[src/rtl/seq_shift_pkg.sv]
// seq_shift_pkg: shared types for the seq_shift_register block.
//   sh_mode_t - shift mode encoding (matches the 2-bit mode input)
//   state_t   - burst sequencer states
package seq_shift_pkg;

  typedef enum logic [1:0] {
    SH_LSR = 2'b00,  // logical right, si enters at MSB
    SH_LSL = 2'b01,  // logical left,  si enters at LSB
    SH_ASR = 2'b10,  // arithmetic right, MSB replicated
    SH_ROR = 2'b11   // rotate right (LSR when rotate support is compiled out)
  } sh_mode_t;

  typedef enum logic [1:0] {
    S_IDLE  = 2'b00,
    S_SHIFT = 2'b01,
    S_DONE  = 2'b10
  } state_t;

endpackage

[src/rtl/seq_shift_register_shift_step.sv]
// shift_step: combinational single-position shifter.
// Macro: SEQ_SHIFT_ROTATE_EN enables the rotate-right path for SH_ROR;
//        without it SH_ROR falls through to logical right.
// Ports:
//   i_q    - current register value
//   i_si   - serial input for the logical modes
//   i_mode - shift mode
//   o_q    - shifted value
//   o_so   - bit shifted out
module shift_step
  import seq_shift_pkg::*;
#(
  parameter int WIDTH = 16
) (
  input  logic [WIDTH-1:0] i_q,
  input  logic             i_si,
  input  sh_mode_t         i_mode,
  output logic [WIDTH-1:0] o_q,
  output logic             o_so
);

  always_comb begin
    o_q  = {i_si, i_q[WIDTH-1:1]};
    o_so = i_q[0];
    case (i_mode)
      SH_LSL: begin
        o_q  = {i_q[WIDTH-2:0], i_si};
        o_so = i_q[WIDTH-1];
      end
      SH_ASR: o_q = {i_q[WIDTH-1], i_q[WIDTH-1:1]};
`ifdef SEQ_SHIFT_ROTATE_EN
      SH_ROR: o_q = {i_q[0], i_q[WIDTH-1:1]};
`endif
      default: ;  // SH_LSR (and SH_ROR without rotate) keep the defaults
    endcase
  end

endmodule

[src/rtl/seq_shift_register.sv]
// seq_shift_register: multi-mode shift register with burst sequencer.
// Macro: SEQ_SHIFT_ROTATE_EN (see shift_step) selects rotate for mode 11.
// Ports:
//   clk, rst_n       - clock, async active-low reset
//   ld, d            - parallel load (highest priority in IDLE)
//   mode, si         - shift mode and serial input
//   step             - single shift in IDLE
//   start, amount    - burst of `amount` shifts; amount=0 goes straight to DONE
//   q, so            - register contents, last bit shifted out
//   busy, done       - burst in progress / one-cycle completion pulse
module seq_shift_register
  import seq_shift_pkg::*;
#(
  parameter int WIDTH = 16,
  parameter int CNT_W = $clog2(WIDTH) + 1
) (
  input  logic             clk,
  input  logic             rst_n,
  input  logic             ld,
  input  logic [WIDTH-1:0] d,
  input  logic [1:0]       mode,
  input  logic             si,
  input  logic             step,
  input  logic             start,
  input  logic [CNT_W-1:0] amount,
  output logic [WIDTH-1:0] q,
  output logic             so,
  output logic             busy,
  output logic             done
);

  state_t           r_state, w_state_nxt;
  logic [CNT_W-1:0] r_cnt, w_cnt_nxt;
  sh_mode_t         r_mode, w_mode_nxt;
  logic [WIDTH-1:0] r_q;
  logic             r_so;

  logic             w_do_load, w_do_shift;
  sh_mode_t         w_mode_sel;
  logic [WIDTH-1:0] w_q_sh;
  logic             w_so_sh;

  // One shifter serves both single steps (live mode) and bursts (latched mode).
  assign w_mode_sel = (r_state == S_SHIFT) ? r_mode : sh_mode_t'(mode);

  shift_step #(.WIDTH(WIDTH)) u_step (
    .i_q    (r_q),
    .i_si   (si),
    .i_mode (w_mode_sel),
    .o_q    (w_q_sh),
    .o_so   (w_so_sh)
  );

  always_ff @(posedge clk or negedge rst_n) begin
    if (!rst_n) begin
      r_state <= S_IDLE;
      r_cnt   <= '0;
      r_mode  <= SH_LSR;
    end else begin
      r_state <= w_state_nxt;
      r_cnt   <= w_cnt_nxt;
      r_mode  <= w_mode_nxt;
    end
  end

  always_comb begin
    w_state_nxt = r_state;
    w_cnt_nxt   = r_cnt;
    w_mode_nxt  = r_mode;
    w_do_load   = 1'b0;
    w_do_shift  = 1'b0;
    case (r_state)
      S_IDLE: begin
        if (ld) begin
          w_do_load = 1'b1;
        end else if (start) begin
          if (amount != '0) begin
            w_mode_nxt  = sh_mode_t'(mode);
            w_cnt_nxt   = amount;
            w_state_nxt = S_SHIFT;
          end else begin
            w_state_nxt = S_DONE;
          end
        end else if (step) begin
          w_do_shift = 1'b1;
        end
      end
      S_SHIFT: begin
        w_do_shift = 1'b1;
        w_cnt_nxt  = r_cnt - 1'b1;
        // <= guards against a stuck burst should cnt ever be 0 here
        if (r_cnt <= CNT_W'(1)) w_state_nxt = S_DONE;
      end
      S_DONE:  w_state_nxt = S_IDLE;
      default: w_state_nxt = S_IDLE;
    endcase
  end

  always_ff @(posedge clk or negedge rst_n) begin
    if (!rst_n) begin
      r_q  <= '0;
      r_so <= 1'b0;
    end else if (w_do_load) begin
      r_q <= d;
    end else if (w_do_shift) begin
      r_q  <= w_q_sh;
      r_so <= w_so_sh;
    end
  end

  assign q    = r_q;
  assign so   = r_so;
  assign busy = (r_state == S_SHIFT);
  assign done = (r_state == S_DONE);

endmodule

[config.mk]
export PLATFORM = sky130hd
export DESIGN_NAME = seq_shift_register
export DESIGN_NICKNAME = d
export VERILOG_FILES = /design/src/rtl/seq_shift_pkg.sv /design/src/rtl/seq_shift_register_shift_step.sv /design/src/rtl/seq_shift_register.sv
export SDC_FILE = /design/constraint.sdc
export NUM_CORES = 1
export LEC_CHECK = 0
export ABC_CLOCK_PERIOD_IN_PS = 2800
export BUFFER_PORTS_ARGS = -buffer_cell sky130_fd_sc_hd__buf_2
export CAP_MARGIN = 20
export CORE_UTILIZATION = 40
export CTS_CLUSTER_DIAMETER = 40
export DETAILED_ROUTE_END_ITERATION = 7
export PLACE_DENSITY = 0.73
export REMOVE_ABC_BUFFERS = 1
export SYNTH_ARGS = -nofsm -noshare
export SYNTH_HDL_FRONTEND = slang
export SYNTH_SLANG_ARGS = --single-unit
[constraint.sdc]
create_clock -name clk -period 2.8 [get_ports clk]
set_input_delay 0.42 -clock clk [delete_from_list [all_inputs] [get_ports clk]]
set_output_delay 0.42 -clock clk [all_outputs]
set_load 0.03 [all_outputs]
==> impl_metrics.csv, run 1 <==
group,metric,value,unit
outcome,outcome,"finished, final reports clean",
critical_path,cp_top_family,"simple AND/OR/NAND/NOR gates",
worst_hold_path,holdCritPathClass,"in2async",
yosys,synth-seq-cells,26,
routing,dr.pass1.iters,4,
critical_path,start_kind,"flop",
run,drv_cap,0,
yosys,seq_area_frac_synth,42.5,%
yosys,synthTopCellsByArea,"dfrtp_1 42%, a221oi_1 8.6%, o31ai_1 8.3%, nand2_1 5.6%, nor2_1 4.9%",
routing,via_count,1421,
cells_and_area,fin_area,0.00184,mm^2
power_and_ir_drop,power,0.00250,W
critical_path,crit_path_start,"r_state[1]$_DFFE_PN0P_",
critical_path,regToRegStartpoint,"r_state[1]$_DFFE_PN0P_",
sta,period_minus_slack,2.43,ns
die,pin_count,48,
critical_path,reg2reg_depth,8,
cells_and_area,num-nets-final,239,
yosys,synth_commonest_cells,"26 x dfrtp_1, 23 x nand2_1, 20 x nor2_1",
power_and_ir_drop,vdd_drop_max,668,uV
critical_path,crit_type,"reg2reg",
routing,wirelength,3650,um
routing,first_iter_violations,44,
sta,hold_violations,0,
die,dieHeight,63.9,um
cells_and_area,instances_no_fill,253,
sta,tightest_slew,0.837,ns
yosys,synth_cell_types,38,
placed_design,place.gp.congestion,0.767,
clock_tree,clk_pin_slew,0.09,ns
yosys,synth_flop_cell,"dfrtp_1",
sta,period_share,86.6,%
critical_path,cp_slowest_cell,"nor2b_2",
sta,setup_tns,0,ns
clock_tree,post-cts-setup-buffer-count,0,
cells_and_area,num_antenna_cells,0,
clock_tree,cts_tree,"built",
critical_path,cp.buffers_inverters,1,
cells_and_area,area_growth,20.0,%
routing,viasPerCell,5.62,
global_routing,grt_pass1_vias,1331,
global_routing,grt_max_degree,31,
yosys,netlist.area_leader.share,42.5,%
clock_tree,clk_path_buf_depth,2,
sta,finalSetupViolations,0,
critical_path,max_stage_delay,0.53,ns
yosys,async_flop_share,100,%
cells_and_area,utilization,50.2,%
critical_path,reg2reg_to,"q[2]$_DFFE_PN0P_",
clock_tree,cts_root_buf,"clkbuf_8",
critical_path,regToRegSetupSlack,0.37,ns
critical_path,endpoint,"q[2]$_DFFE_PN0P_",
critical_path,cp_common_cell,"nand2_1",
critical_path,path_max_fanout,16,
clock_tree,clock-sinks,26,
critical_path,cp_num_cells,8,
critical_path,end_kind,"flop",
critical_path,cp.required,2.97,ns
global_routing,antenna_found_initial,0,
die,rows,22,
clock_tree,htreeDepth,1,
yosys,synth_area_leader_cell,"dfrtp_1",
placed_design,dp_hpwl,2580,um
yosys,syn_avg_cell_area,9.23,um^2
placed_design,dp_cells,249,
global_routing,grt-ovfl-total,0,
global_routing,grt_pass1_wl,6150,um
sta,finalMaxSlewViolations,0,
yosys,syn-instance-count,166,
yosys,synth_edf_count,0,
sta,relSlewSlack,44.2,%
sta,fin_skew,0.00563,ns
sta,rsz0062_at_grt,"false",
power_and_ir_drop,leakagePower,0.853,nW
die,die_w,63.9,um
yosys,synth_most_common_cell,"dfrtp_1",
clock_tree,clock_latency,0.28,ns
critical_path,crit_arrival,2.60,ns
placed_design,portBuffers,47,
global_routing,track_usage,19.3,%
yosys,post_synth_instance_area,0.00153,mm^2
clock_tree,postCtsHoldBufs,0,
yosys,yosysWarnings,0,
power_and_ir_drop,powerDensity,1360,mW/mm^2
die,dieArea,0.00408,mm^2
sta,clock.fmax,412,MHz
die,core,0.00366,mm^2
placed_design,place_area,0.00176,mm^2
routing,postRouteAntennaNets,0,
routing,drc,0,
routing,routedWlPerCell,14.4,um
die,initial_utilization,41.8,%
cells_and_area,final_layout_size_suffix_gt1_share,29.8,%
critical_path,crit_chain,"nand2b_1, buf_4, nand2_1, nand2_1, ha_1, nor2b_2, a221oi_1, o31ai_1",
clock_tree,numCtsBuffers,3,
[routing by layer]
layer | vias up | share of wire, % | global-route usage (%)
li1 | 685 | - | -
met4 | 0 | 1.1 | 5.97
met2 | 47 | 48 | 32.3
met5 | - | 0 | 0
met1 | 684 | 44 | 24.6
met3 | 5 | 6.2 | 4.29
[power breakdown]
group	leakage, nW	total [W]	internal (W)	switching (W)
Clock	0.0357	0.000314	0.000191	0.000123
Sequential	0.318	0.000756	0.000568	0.000188
Combinational	0.500	0.00143	0.000561	0.000866
Total	0.853	0.00250	0.00132	0.00118
[kinds of logic after synthesis]
family                   share of synthesized area (%)
AND/OR/NAND/NOR                                   16.6
AO/OA/AOI/OAI                                     27.2
multiplexers                                      3.92
flip-flops                                        42.5
adder cells (fa/ha/maj)                           3.27
buffers and inverters                             6.54
[how the worst min path moves through the flow]
stage,start,endpoint,slack [ns],cells after the start
6_report,rst_n,r_cnt[1]$_DFFE_PN0P_,0.13,1
3_3_place_gp,rst_n,r_cnt[0]$_DFFE_PN0P_,0.46,1
5_1_grt,rst_n,r_cnt[1]$_DFFE_PN0P_,0.17,1
2_1_floorplan,rst_n,q[0]$_DFFE_PN0P_,0.12,0
3_5_place_dp,rst_n,r_cnt[1]$_DFFE_PN0P_,0.45,1
4_1_cts,rst_n,r_cnt[1]$_DFFE_PN0P_,0.15,1
[repair_timing]
item | CTS | global route
endpoints found under the setup margin | 0 | 16
resized for setup | 0 | 1
endpoints found under the hold margin | 0 | 0
[layout make-up]
type                            count  area, um^2
Sequential cell                    26         651
Tap cell                           48        60.1
Inverter                            6        22.5
Fill cell                         350        1820
Clock buffer                        3        41.3
Timing Repair Buffer               49         250
Clock inverter                      1        30.0
Multi-Input combinational cell    120         783
[worst reg2reg max path, cell delays in order (launching register included)]
cell	delay, ns
dfrtp_1	0.46
nand2b_1	0.19
buf_4	0.16
nand2_1	0.06
nand2_1	0.07
ha_1	0.32
nor2b_2	0.53
a221oi_1	0.22
o31ai_1	0.31
[sequential cells by signal (all words and copies together) (netlist names)]
name	count
r_mode	2
so	1
r_cnt	5
q	16
r_state	2
[layout by cell type (no fill, tap or decap), types with 2 or more instances in the layout]
master	instances
buf_2	47
nand2_1	23
o31ai_1	17
dfrtp_1	26
ha_1	4
a21oi_1	4
buf_4	2
o21ai_0	4
clkbuf_8	3
mux2_4	2
o22ai_1	2
a221oi_1	15
inv_1	5
nor2b_1	2
nand2b_1	2
and2_1	2
mux2i_1	3
nor2_1	20
[per-stage QoR]
step | setup slack, ns | hold WS [ns]
CTS | 0.0149 | 0.151
detailed placement | 0.113 | 0.455
global route | 0.228 | 0.171
finish | 0.374 | 0.132
floorplan | 0.136 | 0.124
global placement | 0.215 | 0.457
Note: power is estimated with default switching activity, not from simulation.
==> inputs of run 2 (changes only) <==
--- a/config.mk
+++ b/config.mk
@@ -5,13 +5,14 @@
 export SDC_FILE = /design/constraint.sdc
 export NUM_CORES = 1
 export LEC_CHECK = 0
+export ABC_AREA = 1
 export ABC_CLOCK_PERIOD_IN_PS = 2800
 export BUFFER_PORTS_ARGS = -buffer_cell sky130_fd_sc_hd__buf_2
 export CAP_MARGIN = 20
 export CORE_UTILIZATION = 40
 export CTS_CLUSTER_DIAMETER = 40
 export DETAILED_ROUTE_END_ITERATION = 7
-export PLACE_DENSITY = 0.73
+export PLACE_DENSITY = 0.72
 export REMOVE_ABC_BUFFERS = 1
 export SYNTH_ARGS = -nofsm -noshare
 export SYNTH_HDL_FRONTEND = slang
==> run 2 against run 1 <==
Effect of this change: register-to-register slack about the same; flip-flop and latch count is the same; clock skew shrank 0.0027 ns; utilization down 0.69 points; critical endpoint is now q[1]$_DFFE_PN0P_; sequential power decreased by 5.8%; largest power group unchanged; cell count grew 29%; die area increased by 9.2%; synthesized cell count up 42%.
==> impl_metrics.csv, run 2 <==
group,metric,value,unit
cells_and_area,final_layout_size_suffix_gt1_share,21.3,%
outcome,outcome,"finished, final reports clean",
sta,relSlewSlack,58.9,%
power_and_ir_drop,power,0.00261,W
die,dieHeight,66.7,um
yosys,netlist.area_leader.share,38.8,%
clock_tree,cts_root_buf,"clkbuf_8",
clock_tree,cts_tree,"built",
routing,wirelength,4040,um
yosys,synth-seq-cells,26,
die,dieArea,0.00445,mm^2
yosys,synth-xor-area-share,0,%
critical_path,cp_top_family,"simple AND/OR/NAND/NOR gates",
yosys,syn_avg_cell_area,7.13,um^2
die,core,0.00400,mm^2
cells_and_area,instances_no_fill,327,
yosys,synthTopCellsByArea,"dfrtp_1 39%, nand2_1 16%, nand3_1 9.0%, o211ai_1 6.7%, inv_1 5.1%",
clock_tree,clk_pin_slew,0.09,ns
global_routing,grt_max_degree,35,
critical_path,cp.required,2.97,ns
critical_path,cp.buffers_inverters,3,
cells_and_area,num-nets-final,311,
routing,postRouteAntennaNets,0,
global_routing,grt-ovfl-total,0,
routing,drc,0,
sta,rsz0062_at_grt,"false",
run,drv_cap,0,
yosys,synth_adder_area_share,2.99,%
yosys,synth_commonest_cells,"72 x nand2_1, 30 x nand3_1, 26 x dfrtp_1",
placed_design,dp_cells,323,
placed_design,pre_cts_slack,0.347,ns
critical_path,crit_path_start,"r_state[1]$_DFFE_PN0P_",
critical_path,crit_chain,"inv_1, nand2_2, nand2_1, o21ai_0, ha_2, inv_1, nand2_1, clkinvlp_4, nand2_1, o211ai_1, nand3_1, nand2_1",
sta,finalSetupViolations,0,
die,initial_utilization,41.9,%
yosys,post_synth_instance_area,0.00168,mm^2
yosys,synth_edf_count,0,
cells_and_area,layout_commonest_cell,"nand2_1",
critical_path,end_kind,"flop",
placed_design,dp_hpwl,3040,um
global_routing,grt_pass1_vias,1544,
yosys,synth_compound_area_share,13.9,%
critical_path,crit_type,"reg2reg",
critical_path,cp_common_cell,"nand2_1",
clock_tree,post_cts_resized,0,
critical_path,regToRegStartpoint,"r_state[1]$_DFFE_PN0P_",
placed_design,portBuffers,47,
critical_path,start_kind,"flop",
yosys,yosysWarnings,0,
sta,hold_violations,0,
sta,layout_setup_ws,0.374,ns
worst_hold_path,holdCritPathClass,"in2async",
routing,first_iter_violations,69,
clock_tree,numCtsBuffers,3,
die,pin_count,48,
routing,viasPerCell,5.11,
sta,period_minus_slack,2.43,ns
critical_path,path_max_fanout,15,
yosys,synth_cell_types,24,
clock_tree,post-cts-setup-buffer-count,0,
sta,clock.fmax,412,MHz
critical_path,crit_arrival,2.59,ns
die,rows,23,
critical_path,regToRegSetupSlack,0.37,ns
sta,fin_skew,0.00293,ns
yosys,synth_mux_area_share,0,%
power_and_ir_drop,powerDensity,1320,mW/mm^2
sta,finalMaxSlewViolations,0,
yosys,seq_area_frac_synth,38.8,%
global_routing,grt_pass1_wl,6870,um
cells_and_area,area_growth,18.1,%
global_routing,track_usage,20.1,%
yosys,syn-instance-count,235,
critical_path,cp_num_cells,12,
clock_tree,postCtsHoldBufs,0,
clock_tree,clk_path_buf_depth,2,
cells_and_area,largest_reg_flops,16,
critical_path,reg2reg_depth,12,
yosys,synth-simple-area-share,35.4,%
routing,via_count,1671,
critical_path,max_stage_delay,0.44,ns
power_and_ir_drop,leakagePower,1.04,nW
clock_tree,htreeDepth,1,
placed_design,place.gp.congestion,0.802,
cells_and_area,num_antenna_cells,0,
sta,tightest_slew,0.617,ns
power_and_ir_drop,vdd_drop_max,517,uV
sta,setup_tns,0,ns
routing,dr.pass1.iters,4,
clock_tree,clock-sinks,26,
cells_and_area,utilization,49.5,%
clock_tree,clock_latency,0.27,ns
yosys,async_flop_share,100,%
die,die_w,66.7,um
yosys,synth_most_common_cell,"nand2_1",
sta,period_share,86.6,%
yosys,synth_area_leader_cell,"dfrtp_1",
yosys,synth_flop_cell,"dfrtp_1",
yosys,synth_top_family_by_area,"simple AND/OR/NAND/NOR gates",
critical_path,cp_slowest_cell,"ha_2",
routing,routedWlPerCell,12.4,um
global_routing,antenna_found_initial,0,
cells_and_area,final_cell_mix,"72 x nand2_1, 47 x buf_2, 30 x nand3_1",
## run 2: worst register-to-register path: cells and delay by family (launching register included)
| family | cells | cell delay (ns) |
|---|---|---|
| and+or+nand+nor | 6 | 0.78 |
| buffers and inverters | 3 | 0.44 |
| adders and majority gates | 1 | 0.44 |
| DFF | 1 | 0.43 |
| AOI/OAI and AO/OA | 2 | 0.22 |
## run 2: final timing paths
kind	end
worst min-delay path	q[8]$_DFFE_PN0P_
worst max-delay path	q[1]$_DFFE_PN0P_
max in group asynchronous	r_cnt[4]$_DFFE_PN0P_
worst max register to register	q[1]$_DFFE_PN0P_
worst min register to register	r_mode[0]$_DFFE_PN0P_
min in group clk	r_mode[1]$_DFFE_PN0P_
## run 2: kinds of logic (layout without fill, tap and decap cells)
| family | after synthesis | after routing |
|---|---|---|
| and+or+nand+nor | 133 | 133 |
| AOI/OAI and AO/OA | 38 | 38 |
| buffers and inverters | 34 | 76 |
| DFF | 26 | 26 |
| adders and majority gates | 4 | 4 |
## run 2: final cells by class
| class | instances | area (um^2) |
|---|---|---|
| Inverter | 25 | 97.6 |
| Multi-Input combinational cell | 175 | 880 |
| Timing Repair Buffer | 47 | 235 |
| Fill cell | 411 | 2020 |
| Tap cell | 50 | 62.6 |
| Clock buffer | 4 | 55.1 |
| Sequential cell | 26 | 651 |
## run 2: layer usage
metal	up-vias	part of all wire (%)	wire (um)	global-route usage [%]
met5	-	0	0	0
met4	0	1.7	70	7.18
met1	767	46	1850	25.8
li1	850	-	-	-
met3	7	4.3	175	2.74
met2	47	48	1940	34.0
## run 2: report_power, final
part           total [W]  internal (W)  switching, W
combinational    0.00165      0.000524       0.00112
sequential      0.000712      0.000558      0.000153
clock           0.000249      0.000126      0.000123
## run 2: metrics by stage
step	hold WS [ns]	area (um^2)
4_1_cts	0.168	1970
3_5_place_dp	0.462	1920
5_1_grt	0.195	1980
6_report	0.151	1980
2_1_floorplan	0.124	1620
3_3_place_gp	0.455	1920
